`config.mk`:
```
export PLATFORM = sky130hd
export DESIGN_NAME = timer_dev_flat
export DESIGN_NICKNAME = d
export VERILOG_FILES = /design/src/rtl/timer_dev_if.sv /design/src/rtl/timer_dev.sv /design/src/flat_wrapper.sv
export SDC_FILE = /design/constraint.sdc
export NUM_CORES = 1
export LEC_CHECK = 0
export CORE_UTILIZATION = 48
export DETAILED_ROUTE_END_ITERATION = 7
export PLACE_DENSITY = 0.76
export SLEW_MARGIN = 20
export SYNTH_ARGS = -nofsm -noshare
export SYNTH_HDL_FRONTEND = slang
export SYNTH_SLANG_ARGS = --single-unit
```
`constraint.sdc`:
```
create_clock -name clk -period 2.2 [get_ports clk]
set_input_delay 0.44 -clock clk [delete_from_list [all_inputs] [get_ports clk]]
set_output_delay 0.44 -clock clk [all_outputs]
set_load 0.005 [all_outputs]
```
`src/rtl/timer_dev_if.sv`:
```
// Bus port of timer_dev: CPU-side register access plus the interrupt line.
// The CPU owns addr/we/byteen/wdata; the device drives rdata and irq.
interface timer_dev_if;
  logic [1:0]  addr;
  logic        we;
  logic [3:0]  byteen;
  logic [31:0] wdata;
  logic [31:0] rdata;
  logic        irq;

  modport master (
    output addr, we, byteen, wdata,
    input  rdata, irq
  );

  modport slave (
    input  addr, we, byteen, wdata,
    output rdata, irq
  );
endinterface

```
`src/rtl/timer_dev.sv`:
```
// Down-counting timer with CTRL/PRESET/COUNT registers and a level or pulsed interrupt.
// Mode 0 stops after one expiry with irq held; mode 1 auto-reloads with a one-cycle irq pulse.
module timer_dev (
  input  logic       clk,
  input  logic       reset,
  timer_dev_if.slave bus
);

  localparam logic [1:0] ADDR_CTRL   = 2'd0;
  localparam logic [1:0] ADDR_PRESET = 2'd1;
  localparam logic [1:0] ADDR_COUNT  = 2'd2;

  typedef enum logic [1:0] {
    IDLE = 2'd0,
    LOAD = 2'd1,
    CNT  = 2'd2,
    INT  = 2'd3
  } state_t;

  state_t      r_state;
  state_t      w_state_next;
  logic [3:0]  r_ctrl;
  logic [3:0]  w_ctrl_next;
  logic [31:0] r_preset;
  logic [31:0] w_preset_merged;
  logic [31:0] r_count;
  logic [31:0] w_count_next;
  logic        r_irq_flag;

  logic        w_enable;
  logic [1:0]  w_mode;
  logic        w_im;
  logic        w_ctrl_wr;
  logic        w_preset_wr;
  logic        w_flag_set;
  logic        w_flag_clr;
  logic        w_en_clr;

  assign w_enable = r_ctrl[0];
  assign w_mode   = r_ctrl[2:1];
  assign w_im     = r_ctrl[3];

  assign w_ctrl_wr   = bus.we && (bus.addr == ADDR_CTRL)   && (|bus.byteen);
  assign w_preset_wr = bus.we && (bus.addr == ADDR_PRESET) && (|bus.byteen);

  // Per-lane merge of the write data into PRESET.
  genvar gi;
  generate
    for (gi = 0; gi < 4; gi++) begin : g_preset_lane
      assign w_preset_merged[8*gi +: 8] = bus.byteen[gi] ? bus.wdata[8*gi +: 8]
                                                         : r_preset[8*gi +: 8];
    end
  endgenerate

  always_comb begin
    w_state_next = r_state;
    w_count_next = r_count;
    w_flag_set   = 1'b0;
    w_flag_clr   = 1'b0;
    w_en_clr     = 1'b0;
    case (r_state)
      IDLE: begin
        if (w_enable) w_state_next = LOAD;
      end
      LOAD: begin
        w_count_next = r_preset;
        w_state_next = CNT;
      end
      CNT: begin
        if (!w_enable) begin
          w_state_next = IDLE;
        end else if (r_count <= 32'd1) begin
          w_count_next = 32'd0;
          w_flag_set   = 1'b1;
          w_state_next = INT;
        end else begin
          w_count_next = r_count - 32'd1;
        end
      end
      INT: begin
        if (w_mode == 2'd1) begin
          w_flag_clr   = 1'b1;
          w_state_next = LOAD;
        end else begin
          w_en_clr     = 1'b1;
          w_state_next = IDLE;
        end
      end
      default: w_state_next = IDLE;
    endcase
  end

  // A CPU write to the CTRL low byte overrides the FSM's one-shot Enable clear.
  always_comb begin
    w_ctrl_next = r_ctrl;
    if (w_en_clr) w_ctrl_next[0] = 1'b0;
    if (w_ctrl_wr && bus.byteen[0]) w_ctrl_next = bus.wdata[3:0];
  end

  always_ff @(posedge clk) begin
    if (!reset) begin
      r_state    <= IDLE;
      r_ctrl     <= 4'd0;
      r_preset   <= 32'd0;
      r_count    <= 32'd0;
      r_irq_flag <= 1'b0;
    end else begin
      r_state <= w_state_next;
      r_count <= w_count_next;
      r_ctrl  <= w_ctrl_next;
      if (w_preset_wr) r_preset <= w_preset_merged;
      if (w_ctrl_wr || w_preset_wr) r_irq_flag <= 1'b0;
      else if (w_flag_set)          r_irq_flag <= 1'b1;
      else if (w_flag_clr)          r_irq_flag <= 1'b0;
    end
  end

  always_comb begin
    bus.rdata = 32'd0;
    case (bus.addr)
      ADDR_CTRL:   bus.rdata = {28'd0, r_ctrl};
      ADDR_PRESET: bus.rdata = r_preset;
      ADDR_COUNT:  bus.rdata = r_count;
      default:     bus.rdata = 32'd0;
    endcase
  end

  assign bus.irq = r_irq_flag & w_im;

endmodule

```
`src/flat_wrapper.sv`:
```
// flat-port wrapper written by rule: the top's interface ports become plain ports
module timer_dev_flat 
  (clk, reset, bus_addr, bus_we, bus_byteen, bus_wdata, bus_rdata, bus_irq);
  timer_dev_if bus_i ();
  input  logic clk;
  input  logic reset;
  input wire logic [$bits(bus_i.addr)-1:0] bus_addr;
  input wire logic [$bits(bus_i.we)-1:0] bus_we;
  input wire logic [$bits(bus_i.byteen)-1:0] bus_byteen;
  input wire logic [$bits(bus_i.wdata)-1:0] bus_wdata;
  output wire logic [$bits(bus_i.rdata)-1:0] bus_rdata;
  output wire logic [$bits(bus_i.irq)-1:0] bus_irq;
  assign bus_i.addr = bus_addr;
  assign bus_i.we = bus_we;
  assign bus_i.byteen = bus_byteen;
  assign bus_i.wdata = bus_wdata;
  assign bus_rdata = bus_i.rdata;
  assign bus_irq = bus_i.irq;
  timer_dev u_core (.clk(clk), .reset(reset), .bus(bus_i));
endmodule
```
==> impl_metrics.json, run 1 <==
{
  "n_fill_cell": 622,
  "initial_core_util_pct": 50.9,
  "cp_num_buf_inv": 4,
  "rows": 32,
  "hold_viol_final": 0,
  "drtAntennaViolNets": 0,
  "worst_hold_slack_ns": 0.477,
  "globalRouteTotalUtil_pct": 31.4,
  "detail_route.first_pass.iterations": 5,
  "cpPeakStageDelay_ns": 0.49,
  "crit_slowest_cell": "clkdlybuf4s50_1",
  "drt_iter0_markers": 530,
  "area_growth_pct": 37.5,
  "dieArea_um2": 8730,
  "clockBufferDepth": 2,
  "synth-edff-count": 0,
  "synth-async-reset-ratio_pct": 0,
  "yosysSeqAreaShare_pct": 35.4,
  "antenna_violations_before_repair": 0,
  "library_cell_occupying_the_most_area_in_the_post_synthesis_netlist": "dfxtp_1",
  "grt_max_degree": 51,
  "chipWidth_um": 93.4,
  "data_required_time_at_the_worst_endpoint_ns": 1.76,
  "tritoncts": "built",
  "synthesis.nets": 564,
  "status": "finished with violations",
  "yosys_warnings": 0,
  "grt-ovfl-total": 0,
  "power.ir.vdd_worst_mv": 0.370,
  "worst-slew-pin-transition_ns": 0.538,
  "final_nets": 671,
  "rel_slew_slack_pct": 63.8,
  "leakage_uw": 0.00216,
  "grt_first_pass_wirelength_um": 21500,
  "fmaxAchievable_mhz": 454,
  "worstSetupPathType": "in2out",
  "die_h_um": 93.4,
  "synth_top_area_cells": "dfxtp_1 (35%), nand2_1 (8.3%), a21oi_1 (7.9%)",
  "count_of_state_elements_after_synthesis": 71,
  "clkSinkCount": 71,
  "synthesis.area_um2": 4010,
  "drive_above_1_share_pct": 16.5,
  "clock_skew_ns": 0.00570,
  "totalNegativeSetupSlack_ns": -0.000248,
  "routedWlPerCell_um": 18.9,
  "multi_input_comb_area_um2": 2450,
  "synth.top_cell.area_share_pct": 35.4,
  "period_needed_ns": 2.20,
  "design.core.area_um2": 7890,
  "final.period_utilization_pct": 100,
  "first_global_vias": 4301,
  "power_per_cell_area_nw_per_um2": 521,
  "hold_class": "reg2reg",
  "post_layout_inst_area_um2": 5520,
  "yosysUniqueCellTypes": 61,
  "ff_latch_area_um2": 1420,
  "antenna_cells": 0,
  "design.portCount": 74,
  "failed_checks": "negative setup slack",
  "place_hpwl_um": 9490,
  "largest_fanout_on_the_critical_path": 10,
  "path_delay_family": "buffers and inverters",
  "viasPerCell": 6.41,
  "clk_latency_ns": 0.35,
  "dp_slack_ns": -0.379,
  "tritoncts.num_buffers": 9,
  "cts_root_buf": "clkbuf_8",
  "total_wirelength_um": 13900,
  "synth_top_flop_cell": "dfxtp_1",
  "startpoint_type": "input pin",
  "maxSlewViolCount": 0,
  "dpl_cell_area_um2": 5110,
  "finalNonFillerCells": 734,
  "postSynthCellCount": 521,
  "drc": 0,
  "numPortBuffers": 73,
  "crit_path_end_kind": "output pin",
  "avgSynthCellArea_um2": 7.70,
  "path_cells": "buf_2, nor2b_4, buf_4, clkbuf_16, a22o_1, clkdlybuf4s50_1",
  "critPathArrivalTime_ns": 1.76,
  "rsz0062_at_grt": "true",
  "finalWorstSetupSlack_ns": -0.000248,
  "cts_max_level": 3,
  "dp.cells": 708,
  "timing.max_cap.violations": 0,
  "gp_congestion": 0.958,
  "route.vias.total": 4702,
  "path_clk_slew_ns": 0.08,
  "timing.final.setup_violations": 1
}
[placed cells by master, fill, tap and decap left out, types with 3 or more instances in the layout]
cell type / instances
dfxtp_1: 69
and3_1: 9
a22o_1: 28
clkbuf_16: 3
mux2i_1: 8
o21ai_0: 50
nor2_1: 25
a211oi_1: 6
a221oi_1: 4
nor4_4: 3
clkdlybuf4s50_1: 66
or4_1: 8
buf_4: 51
nor4_1: 4
a311oi_1: 4
clkbuf_8: 10
o21a_1: 4
and4_1: 4
nand3_1: 9
nand2_1: 89
inv_1: 11
a31oi_1: 6
o31ai_1: 4
nand4_1: 6
a32o_1: 3
dlygate4sd2_1: 3
nor3_1: 10
or3_1: 5
nor2b_1: 4
a21oi_1: 63
[flip-flops by register name, indices dropped and copies added, names as in the netlist]
name	count
u_core.r_count	32
u_core.r_ctrl	4
u_core.r_irq_flag	1
u_core.r_preset	32
u_core.r_state	2
[through the flow]
| stage | power (uW) | utilization (%) |
|---|---|---|
| 2_1_floorplan | 1580 | - |
| 3_3_place_gp | 1770 | 64.8 |
| 6_report | 2870 | 70.0 |
| 5_1_grt | 2970 | 70.0 |
| 4_1_cts | 2820 | 68.0 |
| 3_5_place_dp | 1780 | 64.8 |
[routing by layer]
layer / track usage (%) / routed length [um] / vias to the layer above / share of wire [%]
met2: 51.5 / 6510 / 288 / 47
met4: 10.9 / 382 / 0 / 2.7
met5: 0 / 0 / - / 0
met1: 41.7 / 5730 / 2216 / 41
met3: 4.80 / 1290 / 48 / 9.2
li1: - / - / 2150 / -
[cell type report]
class	instances	share of cell area [%]
flip-flops and latches	71	25.8
clock buffers	10	2.49
multi-input cells	401	44.5
clock inverters	5	1.07
inverters	12	0.816
repair buffers	133	23.1
well taps	102	2.31
[power breakdown]
| group | internal [uW] | switching [uW] |
|---|---|---|
| sequential | 1310 | 27.8 |
| clock | 548 | 510 |
| combinational | 229 | 250 |
| total | 2080 | 789 |
[cell usage after synthesis (all sizes together), types with 6 or more instances]
cell	n
a211oi	6
a21oi	63
a22o	28
a31oi	7
and3	10
clkbuf	32
dfxtp	71
inv	12
mux2i	8
nand2	89
nand3	10
nand4	6
nor2	27
nor3	10
nor4	9
o21ai	51
or4	10
[final timing paths]
check / from / end / slack, ns / cells past startpoint
setup / recovery: bus_addr[0] / bus_rdata[21] / -0.0002 / 6
hold / removal: u_core.r_preset[28]$_SDFFE_PN0P_ / u_core.r_preset[28]$_SDFFE_PN0P_ / 0.48 / 2
setup reg to reg: u_core.r_count[18]$_SDFFE_PN0P_ / u_core.r_count[23]$_SDFFE_PN0P_ / 0.06 / 7
hold reg to reg: u_core.r_preset[28]$_SDFFE_PN0P_ / u_core.r_preset[28]$_SDFFE_PN0P_ / 0.48 / 2
[cell families (layout without fill, tap and decap cells)]
logic type               after synthesis  in the layout  share of synthesized area (%)
AND/OR/NAND/NOR                      198            198                           25.6
XOR/XNOR                               2              2                          0.436
AO/OA/AOI/OAI                        191            191                           31.1
adder cells (fa/ha/maj)                2              2                          0.623
multiplexers                           8              8                           2.00
buffers and inverters                 49            160                           4.86
flip-flops                            71             71                           35.4
[timing repair]
action | 4_1_cts | 5_1_grt
hold buffers | 0 | 0
gates cloned | 1 | 3
pin swaps | 1 | 3
resized for setup | 20 | 18
endpoints found under the setup margin | 34 | 43
setup buffers | 1 | 6
[worst min-delay path, stage by stage, from the launching register on]
cell and delay [ns]:
dfxtp_1 0.33, nand2_1 0.06, a21oi_1 0.05
Power figures use the tool's default switching activity.
==> run 2: changes to the inputs <==
- REMOVE_ABC_BUFFERS: not set -> 1
==> impl_metrics.json, run 2 (synthesis results as in run 1) <==
{
  "viasPerCell": 6.28,
  "final_util_pct": 69.2,
  "rel_slew_slack_pct": 54.0,
  "layout.cells.most_common_list": "nand2_1 (89), dfxtp_1 (71), clkdlybuf4s50_1 (66)",
  "route.vias.total": 4563,
  "initial_core_util_pct": 50.9,
  "path_cells": "buf_2, nor2b_4, buf_12, buf_16, a22o_1, clkdlybuf4s50_1",
  "period_needed_ns": 2.14,
  "clock_skew_ns": 0.00818,
  "reg.largest.list": "u_core.r_count (32), u_core.r_preset (32), u_core.r_ctrl (4)",
  "tritoncts": "built",
  "first_global_vias": 4318,
  "numPortBuffers": 73,
  "capture_point_of_the_worst_path": "bus_rdata[5]",
  "drive_above_1_share_pct": 15.4,
  "antenna_violations_before_repair": 0,
  "critical_path.reg2reg.startpoint": "u_core.r_count[5]$_SDFFE_PN0P_",
  "drt_iter0_markers": 301,
  "clk_latency_ns": 0.36,
  "dieArea_um2": 8730,
  "crit_slowest_cell": "clkdlybuf4s50_1",
  "ff2ff_setup_slack_ns": 0.10,
  "gp_congestion": 0.926,
  "power_per_cell_area_nw_per_um2": 505,
  "n_fill_cell": 654,
  "hold_viol_final": 0,
  "routedWlPerCell_um": 18.1,
  "largest_fanout_on_the_critical_path": 15,
  "detail_route.first_pass.iterations": 5,
  "finalNonFillerCells": 727,
  "worstSetupStartpoint": "bus_addr[0]",
  "layout.cells.most_common": "nand2_1",
  "timing.rr.end": "u_core.r_count[30]$_SDFFE_PN0P_",
  "die_h_um": 93.4,
  "drc": 0,
  "grt_first_pass_wirelength_um": 21600,
  "total_wirelength_um": 13200,
  "hold_buffer_count_at_cts": 0,
  "place_hpwl_um": 8950,
  "design.core.area_um2": 7890,
  "multi_input_comb_area_um2": 2460,
  "timing.final.setup_violations": 0,
  "leakage_uw": 0.00212,
  "maxSlewViolCount": 0,
  "cts_max_level": 3,
  "grt_max_degree": 51,
  "worstSetupPathType": "in2out",
  "rr_worst_depth": 5,
  "clkSinkCount": 71,
  "rows": 32,
  "status": "finished clean",
  "data_required_time_at_the_worst_endpoint_ns": 1.76,
  "area_growth_pct": 36.1,
  "timing.max_cap.violations": 0,
  "hold_class": "reg2reg",
  "design.portCount": 74,
  "tritoncts.num_buffers": 9,
  "critPathArrivalTime_ns": 1.70,
  "final.period_utilization_pct": 97.3,
  "ff_latch_area_um2": 1420,
  "power.ir.vdd_worst_mv": 0.274,
  "drtAntennaViolNets": 0,
  "final_nets": 666,
  "crit_path_end_kind": "output pin",
  "clockBufferDepth": 2,
  "rsz0062_at_grt": "false",
  "cpPeakStageDelay_ns": 0.49,
  "globalRouteTotalUtil_pct": 31.9,
  "chipWidth_um": 93.4,
  "totalNegativeSetupSlack_ns": 0,
  "startpoint_type": "input pin",
  "worst-slew-pin-transition_ns": 0.687,
  "cts_root_buf": "clkbuf_8",
  "path_clk_slew_ns": 0.07,
  "dp.cells": 709,
  "fmaxAchievable_mhz": 467,
  "antenna_cells": 0,
  "grt-ovfl-total": 0
}
-- run 2: changes by cell type in the layout (fill, tap and decap cells not counted), sizes merged --
cell and change:
bufinv -1, clkinvlp -2, clkbuf -1, clkinv -1, buf -2
-- run 2: per-layer routing --
metal	global-route usage [%]	vias to the layer above	share of wire, %
met5	0	-	0
met4	14.1	0	3.1
met3	6.75	34	8.4
met2	51.7	231	46
met1	40.6	2160	42
li1	-	2138	-
-- run 2: where the power goes --
group | switching (uW) | internal [uW]
combinational | 244 | 222
sequential | 25.6 | 1310
clock | 475 | 481
-- run 2: worst min path at each step --
stage                                     start                          endpoint  slack [ns]  cells past startpoint
3_5_place_dp   u_core.r_preset[20]$_SDFFE_PN0P_  u_core.r_preset[20]$_SDFFE_PN0P_        0.46                      2
6_report        u_core.r_preset[4]$_SDFFE_PN0P_   u_core.r_preset[4]$_SDFFE_PN0P_        0.47                      2
5_1_grt        u_core.r_preset[12]$_SDFFE_PN0P_  u_core.r_preset[12]$_SDFFE_PN0P_        0.49                      2
4_1_cts        u_core.r_preset[20]$_SDFFE_PN0P_  u_core.r_preset[20]$_SDFFE_PN0P_        0.47                      2
2_1_floorplan  u_core.r_preset[11]$_SDFFE_PN0P_  u_core.r_preset[11]$_SDFFE_PN0P_        0.45                      2
3_3_place_gp   u_core.r_preset[20]$_SDFFE_PN0P_  u_core.r_preset[20]$_SDFFE_PN0P_        0.46                      2
-- run 2: metrics by stage --
stage | power, uW | worst slack, ns | hold WS, ns | cell area [um2]
global placement | 1780 | -0.310 | 0.457 | 5160
global route | 2870 | 0.000107 | 0.493 | 5460
floorplan | 1560 | -0.357 | 0.446 | 3860
detailed placement | 1790 | -0.371 | 0.461 | 5160
CTS | 2740 | 0.0257 | 0.472 | 5410
finish | 2760 | 0.0600 | 0.470 | 5460
-- run 2: area by class of cell --
type	count	area share (%)
repair buffers	128	22.6
inverters	12	0.825
clock buffers	12	3.02
multi-input cells	401	45.1
clock inverters	1	0.0916
well taps	102	2.34
flip-flops and latches	71	26.0
-- run 2: worst max-delay path, delay by kind of cell --
family / cells / cell delay (ns)
compound gates: 1 / 0.13
buf+inv: 4 / 0.89
simple gates: 1 / 0.23
-- run 2: repair_timing --
action | CTS | global route
gates resized for setup | 18 | 12
buffers inserted | 2 | 1
gates cloned | 2 | 0
endpoints found under the setup margin | 34 | 21
pin swaps | 1 | 3
